<file path="src/rtl/ex_hazard_ctrl_if.sv">
// Hazard controller port bundle: pipeline-side inputs and control outputs.
// Optional macro HAZARD_PERF_CNT_EN adds the performance counter outputs.
interface ex_hazard_ctrl_if #(
  parameter int NB_ADDR = 5
);
  logic [NB_ADDR-1:0] i_id_rs;
  logic [NB_ADDR-1:0] i_id_rt;
  logic [NB_ADDR-1:0] i_ex_rs;
  logic [NB_ADDR-1:0] i_ex_rt;
  logic               i_ex_mem_read;
  logic [NB_ADDR-1:0] i_ex_write_reg;
  logic [NB_ADDR-1:0] i_mem_write_reg;
  logic               i_mem_reg_write;
  logic [NB_ADDR-1:0] i_wb_write_reg;
  logic               i_wb_reg_write;
  logic               i_branch_taken;
  logic               i_halt;
  logic [1:0]         o_ctrl_muxA_corto;
  logic [1:0]         o_ctrl_muxB_corto;
  logic               o_pc_write;
  logic               o_ifid_write;
  logic               o_idex_bubble;
  logic               o_flush;
  logic               o_halted;
`ifdef HAZARD_PERF_CNT_EN
  logic [31:0]        o_stall_cnt;
  logic [31:0]        o_flush_cnt;
  logic [31:0]        o_halt_cycles;
`endif

  // Pipeline side: drives stage information, consumes hazard controls.
  modport master (
    output i_id_rs, i_id_rt, i_ex_rs, i_ex_rt, i_ex_mem_read, i_ex_write_reg,
           i_mem_write_reg, i_mem_reg_write, i_wb_write_reg, i_wb_reg_write,
           i_branch_taken, i_halt,
    input  o_ctrl_muxA_corto, o_ctrl_muxB_corto, o_pc_write, o_ifid_write,
           o_idex_bubble, o_flush, o_halted
`ifdef HAZARD_PERF_CNT_EN
    , input o_stall_cnt, o_flush_cnt, o_halt_cycles
`endif
  );

  // Hazard controller side.
  modport slave (
    input  i_id_rs, i_id_rt, i_ex_rs, i_ex_rt, i_ex_mem_read, i_ex_write_reg,
           i_mem_write_reg, i_mem_reg_write, i_wb_write_reg, i_wb_reg_write,
           i_branch_taken, i_halt,
    output o_ctrl_muxA_corto, o_ctrl_muxB_corto, o_pc_write, o_ifid_write,
           o_idex_bubble, o_flush, o_halted
`ifdef HAZARD_PERF_CNT_EN
    , output o_stall_cnt, o_flush_cnt, o_halt_cycles
`endif
  );
endinterface

</file>
<file path="src/rtl/ex_hazard_ctrl.sv">
// Execute-stage hazard controller: operand forwarding selects plus a small
// FSM sequencing load-use stalls, branch flushes and the halt drain.
// Optional macro HAZARD_PERF_CNT_EN adds saturating stall/flush/halt counters.
//
// state | meaning
// RUN   | normal issue; reacts to branch, load-use and halt
// STALL | recovery cycle after a load-use bubble; decides exactly like RUN
// FLUSH | cycle after a taken branch; everything ignored, back to RUN
// DRAIN | halt accepted; front end frozen while EX/MEM/WB empty out
// HALT  | pipeline drained; left only by reset
module ex_hazard_ctrl #(
  parameter int NB_ADDR      = 5,
  parameter int NB_DRAIN     = 3,
  parameter int DRAIN_CYCLES = 4
) (
  input logic             i_clk,
  input logic             i_rst,
  ex_hazard_ctrl_if.slave hz
);

  typedef enum logic [2:0] {
    S_RUN,
    S_STALL,
    S_FLUSH,
    S_DRAIN,
    S_HALT
  } state_t;

  localparam logic [NB_ADDR-1:0]  REG_ZERO   = '0;
  localparam logic [NB_DRAIN-1:0] DRAIN_LOAD = NB_DRAIN'(DRAIN_CYCLES - 1);

  state_t              state_q, state_d;
  logic [NB_DRAIN-1:0] drain_cnt_q, drain_cnt_d;

  logic       load_use;
  logic [1:0] fwd_a, fwd_b;
  logic       pc_write, ifid_write, idex_bubble, flush, halted;

  // Forwarding selects: MEM result beats WB result, r0 never forwards.
  always_comb begin
    fwd_a = 2'b00;
    fwd_b = 2'b00;
    if (hz.i_mem_reg_write && hz.i_mem_write_reg != REG_ZERO &&
        hz.i_mem_write_reg == hz.i_ex_rs)
      fwd_a = 2'b01;
    else if (hz.i_wb_reg_write && hz.i_wb_write_reg != REG_ZERO &&
             hz.i_wb_write_reg == hz.i_ex_rs)
      fwd_a = 2'b10;
    if (hz.i_mem_reg_write && hz.i_mem_write_reg != REG_ZERO &&
        hz.i_mem_write_reg == hz.i_ex_rt)
      fwd_b = 2'b01;
    else if (hz.i_wb_reg_write && hz.i_wb_write_reg != REG_ZERO &&
             hz.i_wb_write_reg == hz.i_ex_rt)
      fwd_b = 2'b10;
  end

  // Load in EX whose destination is a source of the instruction in ID.
  always_comb begin
    load_use = hz.i_ex_mem_read && hz.i_ex_write_reg != REG_ZERO &&
               (hz.i_ex_write_reg == hz.i_id_rs ||
                hz.i_ex_write_reg == hz.i_id_rt);
  end

  // Next state, drain counter and control outputs from state plus inputs.
  always_comb begin
    state_d     = state_q;
    drain_cnt_d = drain_cnt_q;
    pc_write    = 1'b1;
    ifid_write  = 1'b1;
    idex_bubble = 1'b0;
    flush       = 1'b0;
    halted      = 1'b0;
    unique case (state_q)
      // A halt seen during the recovery cycle must not be lost, so STALL
      // takes the same decisions as RUN.
      S_RUN, S_STALL: begin
        if (hz.i_branch_taken) begin
          flush   = 1'b1;
          state_d = S_FLUSH;
        end else if (load_use) begin
          pc_write    = 1'b0;
          ifid_write  = 1'b0;
          idex_bubble = 1'b1;
          state_d     = S_STALL;
        end else if (hz.i_halt) begin
          pc_write    = 1'b0;
          ifid_write  = 1'b0;
          drain_cnt_d = DRAIN_LOAD;
          state_d     = S_DRAIN;
        end else begin
          state_d = S_RUN;
        end
      end
      S_FLUSH: begin
        state_d = S_RUN;
      end
      S_DRAIN: begin
        pc_write    = 1'b0;
        ifid_write  = 1'b0;
        idex_bubble = 1'b1;
        if (hz.i_branch_taken) begin
          flush       = 1'b1;
          drain_cnt_d = '0;
          state_d     = S_FLUSH;
        end else if (drain_cnt_q == '0) begin
          state_d = S_HALT;
        end else begin
          drain_cnt_d = drain_cnt_q - 1'b1;
        end
      end
      S_HALT: begin
        pc_write    = 1'b0;
        ifid_write  = 1'b0;
        idex_bubble = 1'b1;
        halted      = 1'b1;
      end
      default: begin
        state_d     = S_RUN;
        drain_cnt_d = '0;
      end
    endcase
  end

  // State and drain counter registers.
  always_ff @(posedge i_clk) begin
    if (i_rst) begin
      state_q     <= S_RUN;
      drain_cnt_q <= '0;
    end else begin
      state_q     <= state_d;
      drain_cnt_q <= drain_cnt_d;
    end
  end

  assign hz.o_ctrl_muxA_corto = fwd_a;
  assign hz.o_ctrl_muxB_corto = fwd_b;
  assign hz.o_pc_write        = pc_write;
  assign hz.o_ifid_write      = ifid_write;
  assign hz.o_idex_bubble     = idex_bubble;
  assign hz.o_flush           = flush;
  assign hz.o_halted          = halted;

`ifdef HAZARD_PERF_CNT_EN
  logic [31:0] stall_cnt_q, flush_cnt_q, halt_cycles_q;
  logic        in_drain_or_halt;

  assign in_drain_or_halt = (state_q == S_DRAIN) || (state_q == S_HALT);

  // Saturating event counters; bubbles during the halt drain are not stalls.
  always_ff @(posedge i_clk) begin
    if (i_rst) begin
      stall_cnt_q   <= '0;
      flush_cnt_q   <= '0;
      halt_cycles_q <= '0;
    end else begin
      if (idex_bubble && !in_drain_or_halt && stall_cnt_q != 32'hFFFF_FFFF)
        stall_cnt_q <= stall_cnt_q + 32'd1;
      if (flush && flush_cnt_q != 32'hFFFF_FFFF)
        flush_cnt_q <= flush_cnt_q + 32'd1;
      if (state_q == S_HALT && halt_cycles_q != 32'hFFFF_FFFF)
        halt_cycles_q <= halt_cycles_q + 32'd1;
    end
  end

  assign hz.o_stall_cnt   = stall_cnt_q;
  assign hz.o_flush_cnt   = flush_cnt_q;
  assign hz.o_halt_cycles = halt_cycles_q;
`endif

endmodule
</file>
<file path="src/flat_wrapper.sv">
// flat-port wrapper written by rule: the top's interface ports become plain ports
module ex_hazard_ctrl_flat 
#(
  parameter int NB_ADDR      = 5,
  parameter int NB_DRAIN     = 3,
  parameter int DRAIN_CYCLES = 4
)
  (i_clk, i_rst, hz_i_id_rs, hz_i_id_rt, hz_i_ex_rs, hz_i_ex_rt, hz_i_ex_mem_read, hz_i_ex_write_reg, hz_i_mem_write_reg, hz_i_mem_reg_write, hz_i_wb_write_reg, hz_i_wb_reg_write, hz_i_branch_taken, hz_i_halt, hz_o_ctrl_muxA_corto, hz_o_ctrl_muxB_corto, hz_o_pc_write, hz_o_ifid_write, hz_o_idex_bubble, hz_o_flush, hz_o_halted);
  ex_hazard_ctrl_if #(.NB_ADDR(NB_ADDR)) hz_i ();
  input logic i_clk;
  input logic i_rst;
  input wire logic [$bits(hz_i.i_id_rs)-1:0] hz_i_id_rs;
  input wire logic [$bits(hz_i.i_id_rt)-1:0] hz_i_id_rt;
  input wire logic [$bits(hz_i.i_ex_rs)-1:0] hz_i_ex_rs;
  input wire logic [$bits(hz_i.i_ex_rt)-1:0] hz_i_ex_rt;
  input wire logic [$bits(hz_i.i_ex_mem_read)-1:0] hz_i_ex_mem_read;
  input wire logic [$bits(hz_i.i_ex_write_reg)-1:0] hz_i_ex_write_reg;
  input wire logic [$bits(hz_i.i_mem_write_reg)-1:0] hz_i_mem_write_reg;
  input wire logic [$bits(hz_i.i_mem_reg_write)-1:0] hz_i_mem_reg_write;
  input wire logic [$bits(hz_i.i_wb_write_reg)-1:0] hz_i_wb_write_reg;
  input wire logic [$bits(hz_i.i_wb_reg_write)-1:0] hz_i_wb_reg_write;
  input wire logic [$bits(hz_i.i_branch_taken)-1:0] hz_i_branch_taken;
  input wire logic [$bits(hz_i.i_halt)-1:0] hz_i_halt;
  output wire logic [$bits(hz_i.o_ctrl_muxA_corto)-1:0] hz_o_ctrl_muxA_corto;
  output wire logic [$bits(hz_i.o_ctrl_muxB_corto)-1:0] hz_o_ctrl_muxB_corto;
  output wire logic [$bits(hz_i.o_pc_write)-1:0] hz_o_pc_write;
  output wire logic [$bits(hz_i.o_ifid_write)-1:0] hz_o_ifid_write;
  output wire logic [$bits(hz_i.o_idex_bubble)-1:0] hz_o_idex_bubble;
  output wire logic [$bits(hz_i.o_flush)-1:0] hz_o_flush;
  output wire logic [$bits(hz_i.o_halted)-1:0] hz_o_halted;
  assign hz_i.i_id_rs = hz_i_id_rs;
  assign hz_i.i_id_rt = hz_i_id_rt;
  assign hz_i.i_ex_rs = hz_i_ex_rs;
  assign hz_i.i_ex_rt = hz_i_ex_rt;
  assign hz_i.i_ex_mem_read = hz_i_ex_mem_read;
  assign hz_i.i_ex_write_reg = hz_i_ex_write_reg;
  assign hz_i.i_mem_write_reg = hz_i_mem_write_reg;
  assign hz_i.i_mem_reg_write = hz_i_mem_reg_write;
  assign hz_i.i_wb_write_reg = hz_i_wb_write_reg;
  assign hz_i.i_wb_reg_write = hz_i_wb_reg_write;
  assign hz_i.i_branch_taken = hz_i_branch_taken;
  assign hz_i.i_halt = hz_i_halt;
  assign hz_o_ctrl_muxA_corto = hz_i.o_ctrl_muxA_corto;
  assign hz_o_ctrl_muxB_corto = hz_i.o_ctrl_muxB_corto;
  assign hz_o_pc_write = hz_i.o_pc_write;
  assign hz_o_ifid_write = hz_i.o_ifid_write;
  assign hz_o_idex_bubble = hz_i.o_idex_bubble;
  assign hz_o_flush = hz_i.o_flush;
  assign hz_o_halted = hz_i.o_halted;
  ex_hazard_ctrl #(.NB_ADDR(NB_ADDR), .NB_DRAIN(NB_DRAIN), .DRAIN_CYCLES(DRAIN_CYCLES)) u_core (.i_clk(i_clk), .i_rst(i_rst), .hz(hz_i));
endmodule
</file>
<file path="config.mk">
export PLATFORM = sky130hd
export DESIGN_NAME = ex_hazard_ctrl_flat
export DESIGN_NICKNAME = d
export VERILOG_FILES = /design/src/rtl/ex_hazard_ctrl_if.sv /design/src/rtl/ex_hazard_ctrl.sv /design/src/flat_wrapper.sv
export SDC_FILE = /design/constraint.sdc
export NUM_CORES = 1
export LEC_CHECK = 0
export BUFFER_PORTS_ARGS = -buffer_cell sky130_fd_sc_hd__buf_2
export CORE_UTILIZATION = 39
export CTS_BUF_LIST = sky130_fd_sc_hd__clkbuf_4 sky130_fd_sc_hd__clkbuf_8 sky130_fd_sc_hd__clkbuf_16
export DETAILED_ROUTE_END_ITERATION = 16
export GPL_TIMING_DRIVEN = 0
export PLACE_DENSITY_LB_ADDON = 0.2
export SETUP_SLACK_MARGIN = 0.4
export SLEW_MARGIN = 20
export SYNTH_ARGS = -nofsm -noshare
export SYNTH_HDL_FRONTEND = slang
export SYNTH_SLANG_ARGS = --single-unit
</file>
<file path="constraint.sdc">
create_clock -name i_clk -period 1.55 [get_ports i_clk]
set_input_delay 0.0775 -clock i_clk [delete_from_list [all_inputs] [get_ports i_clk]]
set_output_delay 0.0775 -clock i_clk [all_outputs]
set_load 0.005 [all_outputs]
</file>
# [Word level (Yosys, flattened, before mapping)]
# Cells that the tools add are included.
[classes] addsub=1 n_eq_ne=15 mux=26 bitwise=2 n_reduce_logical=20
[ops] operator="equality test 5 bit" n=6
[ops] operator="2-to-1 mux 3 bit" n=9
[ops] operator="one-hot mux 3 bit (3 select lines)" n=2
[ops] operator="nonzero test 5 bit" n=3
[ops] operator="2-to-1 mux 2 bit" n=5
[ops] operator="logical AND 1 bit" n=8
[ops] operator="2-to-1 mux 1 bit" n=8
[ops] operator="equality test 3 x 2 -> 1 bit, second input constant" n=2
[ops] operator="zero test 3 bit" n=2
[ops] operator="inequality test 2 bit, second input constant" n=3
[ops] operator="OR reduction 2 bit" n=3
[ops] operator="AND reduction 5 bit" n=1
[ops] operator="one-hot mux 1 bit (2 select lines)" n=2
[ops] operator="equality test 3 x 1 -> 1 bit, second input constant" n=1
[ops] operator="equality test 3 bit, second input constant" n=1
[ops] operator="inequality test 3 x 2 -> 1 bit, second input constant" n=1
[ops] operator="inequality test 3 bit, second input constant" n=1
[ops] operator="OR reduction 3 bit" n=1
[ops] operator="subtractor 3 x 1 -> 3 bit, second input constant" n=1
[ops] operator="NOT 1 bit" n=2
[ops] operator="AND reduction 2 bit" n=1
[ops] operator="logical OR 1 bit" n=1
[word_totals] reg_bits=6 inputBits=42 out_inout_bits=9 elab_cells=66

# [Longest topological paths before layout]
[logic_depth] word_depth=6 ltp_mapped=7 mapped_depth_nobuf=7

# [Least setup slack after synthesis]
# Ideal clock, no wire load.
[synth_path] path_kind="input to register" from="in hz_i_ex_write_reg[2]" to="reg u_core.drain_cnt_q[1]" setup_time_ns=0.086 arrival_ns=1.519 required_time_ns=1.464 path_slack_ns=-0.055 cell_stages=5 path_buffers=0 path_cell_list="or4_1 -> o21a_2 -> a2111oi_4 -> nor2_2 -> a221oi_2"
[synth_between] elab_chain_len=5 word_cells_on_any_way=8 cone_classes="3 x eq/ne; 5 x reduce/logical"
[synth_rtl] item="from (decl)" line="flat_wrapper.sv:17" rtl="input wire logic [$bits(hz_i.i_ex_write_reg)-1:0] hz_i_ex_write_reg;"
[synth_rtl] item="equality test 5 bit (tied with other cells)" line="ex_hazard_ctrl.sv:60" rtl="(hz.i_ex_write_reg == hz.i_id_rs ||"
[synth_rtl] item="logical OR 1 bit / logical AND 1 bit (equally long branches)" line="ex_hazard_ctrl.sv:60, ex_hazard_ctrl.sv:59"
[synth_rtl] item="logical AND 1 bit (*)" line="ex_hazard_ctrl.sv:59" rtl="load_use = hz.i_ex_mem_read && hz.i_ex_write_reg != REG_ZERO &&"
[synth_rtl] item="inequality test 2 bit (no source line) (*)"
[synth_rtl] item="AND reduction 5 bit (no source line) (*)"
[synth_rtl] item="to (signal assigned)" line="ex_hazard_ctrl.sv:131" rtl="drain_cnt_q <= drain_cnt_d;"
[synth_rtl] item="to (decl)" line="ex_hazard_ctrl.sv:33" rtl="logic [NB_DRAIN-1:0] drain_cnt_q, drain_cnt_d;"
# Every way passes the cells marked *; elsewhere a longest branch is shown, timed or not.
# A chain may end at the register's enable or synchronous reset.

# [Worst setup path in the final report]
[layout_path] from="in hz_i_ex_write_reg[1]" to="out hz_o_pc_write"
[layout_between] elab_chain_len=6 word_cells_on_any_way=9 cone_classes="2 x eq/ne; 3 x mux; 4 x reduce/logical"
[layout_rtl] item="equality test 5 bit (tied with other cells)" line="ex_hazard_ctrl.sv:60"
[layout_rtl] item="logical OR 1 bit / logical AND 1 bit (equally long branches)" line="ex_hazard_ctrl.sv:60, ex_hazard_ctrl.sv:59"
[layout_rtl] item="logical AND 1 bit (*)" line="ex_hazard_ctrl.sv:59"
[layout_rtl] item="2-to-1 mux 1 bit (*)" line="ex_hazard_ctrl.sv:80" rtl="end else if (load_use) begin"
[layout_rtl] item="2-to-1 mux 1 bit (*)" line="ex_hazard_ctrl.sv:77" rtl="if (hz.i_branch_taken) begin"
[layout_rtl] item="one-hot mux 1 bit (2 select lines) (*)" line="ex_hazard_ctrl.sv:73" rtl="unique case (state_q)"
[layout_rtl] item="to (decl)" line="flat_wrapper.sv:26" rtl="output wire logic [$bits(hz_i.o_pc_write)-1:0] hz_o_pc_write;"
# Marks and branches as above.

==> flow_summary_export.csv <==
group,metric,value,unit
finish,final_util,73.9,%
cts,cts_htree_levels,1,
timing,fmax,602,MHz
worst_setup_path,cp_slowest_cell,"o22ai_2",
power_and_ir_drop,power-per-cell-area,473,nW/um^2
worst_setup_path,cp.required,1.47,ns
finish,nFillCells,148,
die,die-height,48.6,um
worst_setup_path,path_max_fanout,5,
finish,layout.nets,217,
timing,timing.final.hold_violations,0,
placed_design,place_congestion,0.807,
synthesis,synth_edf_count,0,
run,maxCapViolations,0,
cts,cts_tree,"yes",
timing,drv_slew,0,
worst_setup_path,crit_arrival,1.58,ns
placed_design,pre_cts_ws,-0.211,ns
placed_design,portBuffers,50,
timing,finalSetupViolations,3,
power_and_ir_drop,peakVddDrop,0.273,mV
worst_setup_path,endpoint_kind,"primary output",
global_route,antenna_found_initial,0,
finish,area_growth,74.5,%
worst_setup_path,path_cells,"buf_8, buf_4, xnor2_1, nand2_2, o22ai_2, a21oi_4, o21ai_1, a22oi_2, buf_4, buf_6",
timing,worst_pin_slew,0.399,ns
synthesis,synth_area,848,um^2
synthesis,yosysUniqueCellTypes,36,
power_and_ir_drop,p_leak,0.609,nW
synthesis,synth_top_area_share,18.6,%
placed_design,dpl_cell_area,1150,um^2
synthesis,ys_ff_latch,6,
timing,relSlewSlack,73.4,%
cts,clock_path_buffers,2,
die,fp.coreArea,2000,um^2
cts,clock_latency,0.25,ns
cts,cts-buffers-inserted,3,
worst_setup_path,critPathLaunchType,"input port",
synthesis,syn-num-nets,153,
drt,detail_route.wirelength,2.88,mm
drt,vias_per_cell,5.52,
synthesis,synth-main-ff-cell,"dfxtp_1",
cts,hold_buffers,0,
die,die_w,48.6,um
timing,timing.final.crit_share,107,%
synthesis,synthArstFlopShare,0,%
global_route,track_usage,22.9,%
worst_hold_path,holdCritStartpoint,"i_rst",
timing,grt_setup_unrepaired,"true",
worst_setup_path,crit_type,"input port to primary output",
drt,avgRoutedWirePerCell,14.5,um
global_route,grt_pass1_wl,4.28,mm
run_status,violations,"setup timing",
finish,multiInputGateArea,853,um^2
worst_setup_path,worstSetupStartpoint,"hz_i_ex_write_reg[1]",
finish,drive_gt1_share,58.5,%
placed_design,dp.cells,186,
drt,vias,1093,
global_route,grt_overflow,0,
worst_hold_path,hp-class,"input port to flip-flop",
cts,clk_pin_slew,0.05,ns
drt,drt_iter0_markers,21,
finish,seqCellArea,126,um^2
worst_setup_path,cp_common_cell,"buf_4",
drt,ant_nets,0,
timing,finClkSkew,0.00126,ns
die,start_util,42.4,%
drt,drc,0,
synthesis,yosysWarningCount,0,
timing,layout_min_cycle_time,1.66,ns
global_route,grt_start_max_net_pins,10,
timing,postLayoutSetupSlackWorst,-0.111,ns
synthesis,synth_area_leader_cell,"xnor2_1",
cts,root_buffer,"clkbuf_4",
worst_setup_path,critPathMaxStageDelay,0.35,ns
die,die-area,2370,um^2
worst_setup_path,reg2reg_from,"u_core.state_q[1]$_SDFFE_PP0P_",
synthesis,avgSynthCellArea,7.78,um^2
global_route,first_global_vias,1074,
cts,clock-sinks,6,
die,rows,16,
drt,first_pass_iters,4,
synthesis,ys_seq_area_share,14.2,%
finish,final_area,1480,um^2
synthesis,synthTopCellsByArea,"xnor2_1 (19%), xor2_1 (14%), dfxtp_1 (14%), or4_1 (4.4%), nand3_1 (3.5%)",
finish,diodes,0,
synthesis,syn_inst,109,
finish,layout.cells.non_filler,198,
die,io_pins,51,
run_status,status,"finished with violations",
placed_design,hpwlAfterDp,1.80,mm
## stage by stage
stage | hold slack, ns | total power [mW] | setup TNS (ns)
after floorplan | 0.144 | 0.343 | -0.000882
after global placement | 0.339 | 0.450 | -0.724
after detailed placement | 0.343 | 0.455 | -0.740
after CTS | 0.0847 | 0.665 | -0.169
after global routing | 0.105 | 0.741 | -0.363
final | 0.0887 | 0.700 | -0.172
## routing by layer
metal | track usage, % | part of all wire, % | up-vias
li1 | - | - | 516
met1 | 22.5 | 35 | 502
met2 | 44.0 | 54 | 56
met3 | 5.03 | 6.0 | 19
met4 | 11.8 | 4.5 | 0
met5 | 0 | 0 | -
## cell usage in the layout (no fill, tap or decap), types with 3 or more instances in the layout
cell / count
dfxtp_1: 3
or4_1: 3
buf_6: 8
buf_2: 42
nand2_2: 4
xnor2_1: 18
nand2_1: 5
nand3_1: 6
nor2_1: 3
clkbuf_4: 3
xor2_1: 14
buf_8: 3
buf_4: 9
## cell families (layout without fill, tap and decap cells)
family | after synthesis | in the layout | synth area share (%)
flops | 6 | 6 | 14.2
compound gates | 20 | 20 | 18.7
buf+inv | 8 | 70 | 4.13
fa+ha+maj | 2 | 2 | 2.95
mux | 1 | 1 | 1.18
xor+xnor | 32 | 32 | 33.0
simple gates | 40 | 40 | 25.8
## final cells by class
| class | count | area share (%) |
|---|---|---|
| Multi-Input combinational cell | 95 | 57.6 |
| Timing Repair Buffer | 59 | 25.6 |
| Sequential cell | 6 | 8.54 |
| Buffer | 3 | 2.28 |
| Tap cell | 27 | 2.28 |
| Inverter | 5 | 2.11 |
| Clock buffer | 3 | 1.52 |
## sequential cells by signal (all words and copies together) (netlist names)
signal / flops
u_core.drain_cnt_q: 3
u_core.state_q: 3
## power breakdown
part	total, mW	switching (mW)	internal (mW)
Combinational	0.370	0.188	0.183
Sequential	0.171	0.00867	0.162
Clock	0.159	0.0701	0.0885
Total	0.700	0.266	0.434
## worst max-delay path, delay by kind of cell
| kind | cells | cell delay [ns] |
|---|---|---|
| AO/OA/AOI/OAI | 4 | 0.75 |
| XOR/XNOR | 1 | 0.20 |
| buffers and inverters | 4 | 0.47 |
| AND/OR/NAND/NOR | 1 | 0.07 |
## synthesized netlist by cell type, types with 2 or more instances
cell type	number
inv_2	2
xnor2_1	18
dfxtp_1	6
nor3_1	4
nand2b_1	2
a21oi_1	5
nand2_1	7
or4_1	5
nor2_1	5
nand2_2	2
ha_1	2
nand3_1	6
nor4_1	4
o21ai_1	2
xor2_1	14
inv_1	3
o21ai_0	3
## path summary, 6_finish.rpt
kind	slack, ns	endpoint	depth (start not counted)
max	-0.11	hz_o_pc_write	10
min	0.09	u_core.state_q[1]$_SDFFE_PP0P_	2
max reg2reg	0.05	u_core.drain_cnt_q[1]$_SDFFE_PP0P_	6
min reg2reg	0.50	u_core.drain_cnt_q[1]$_SDFFE_PP0P_	2
## what timing repair did
action / 4_1_cts / 5_1_grt
endpoints found under the hold margin: 0 / 0
buffers inserted: 5 / 4
endpoints found under the setup margin: 14 / 14
pin swaps: 17 / 8
resized for setup: 42 / 17
No activity file was read; power rests on OpenSTA's default activity.
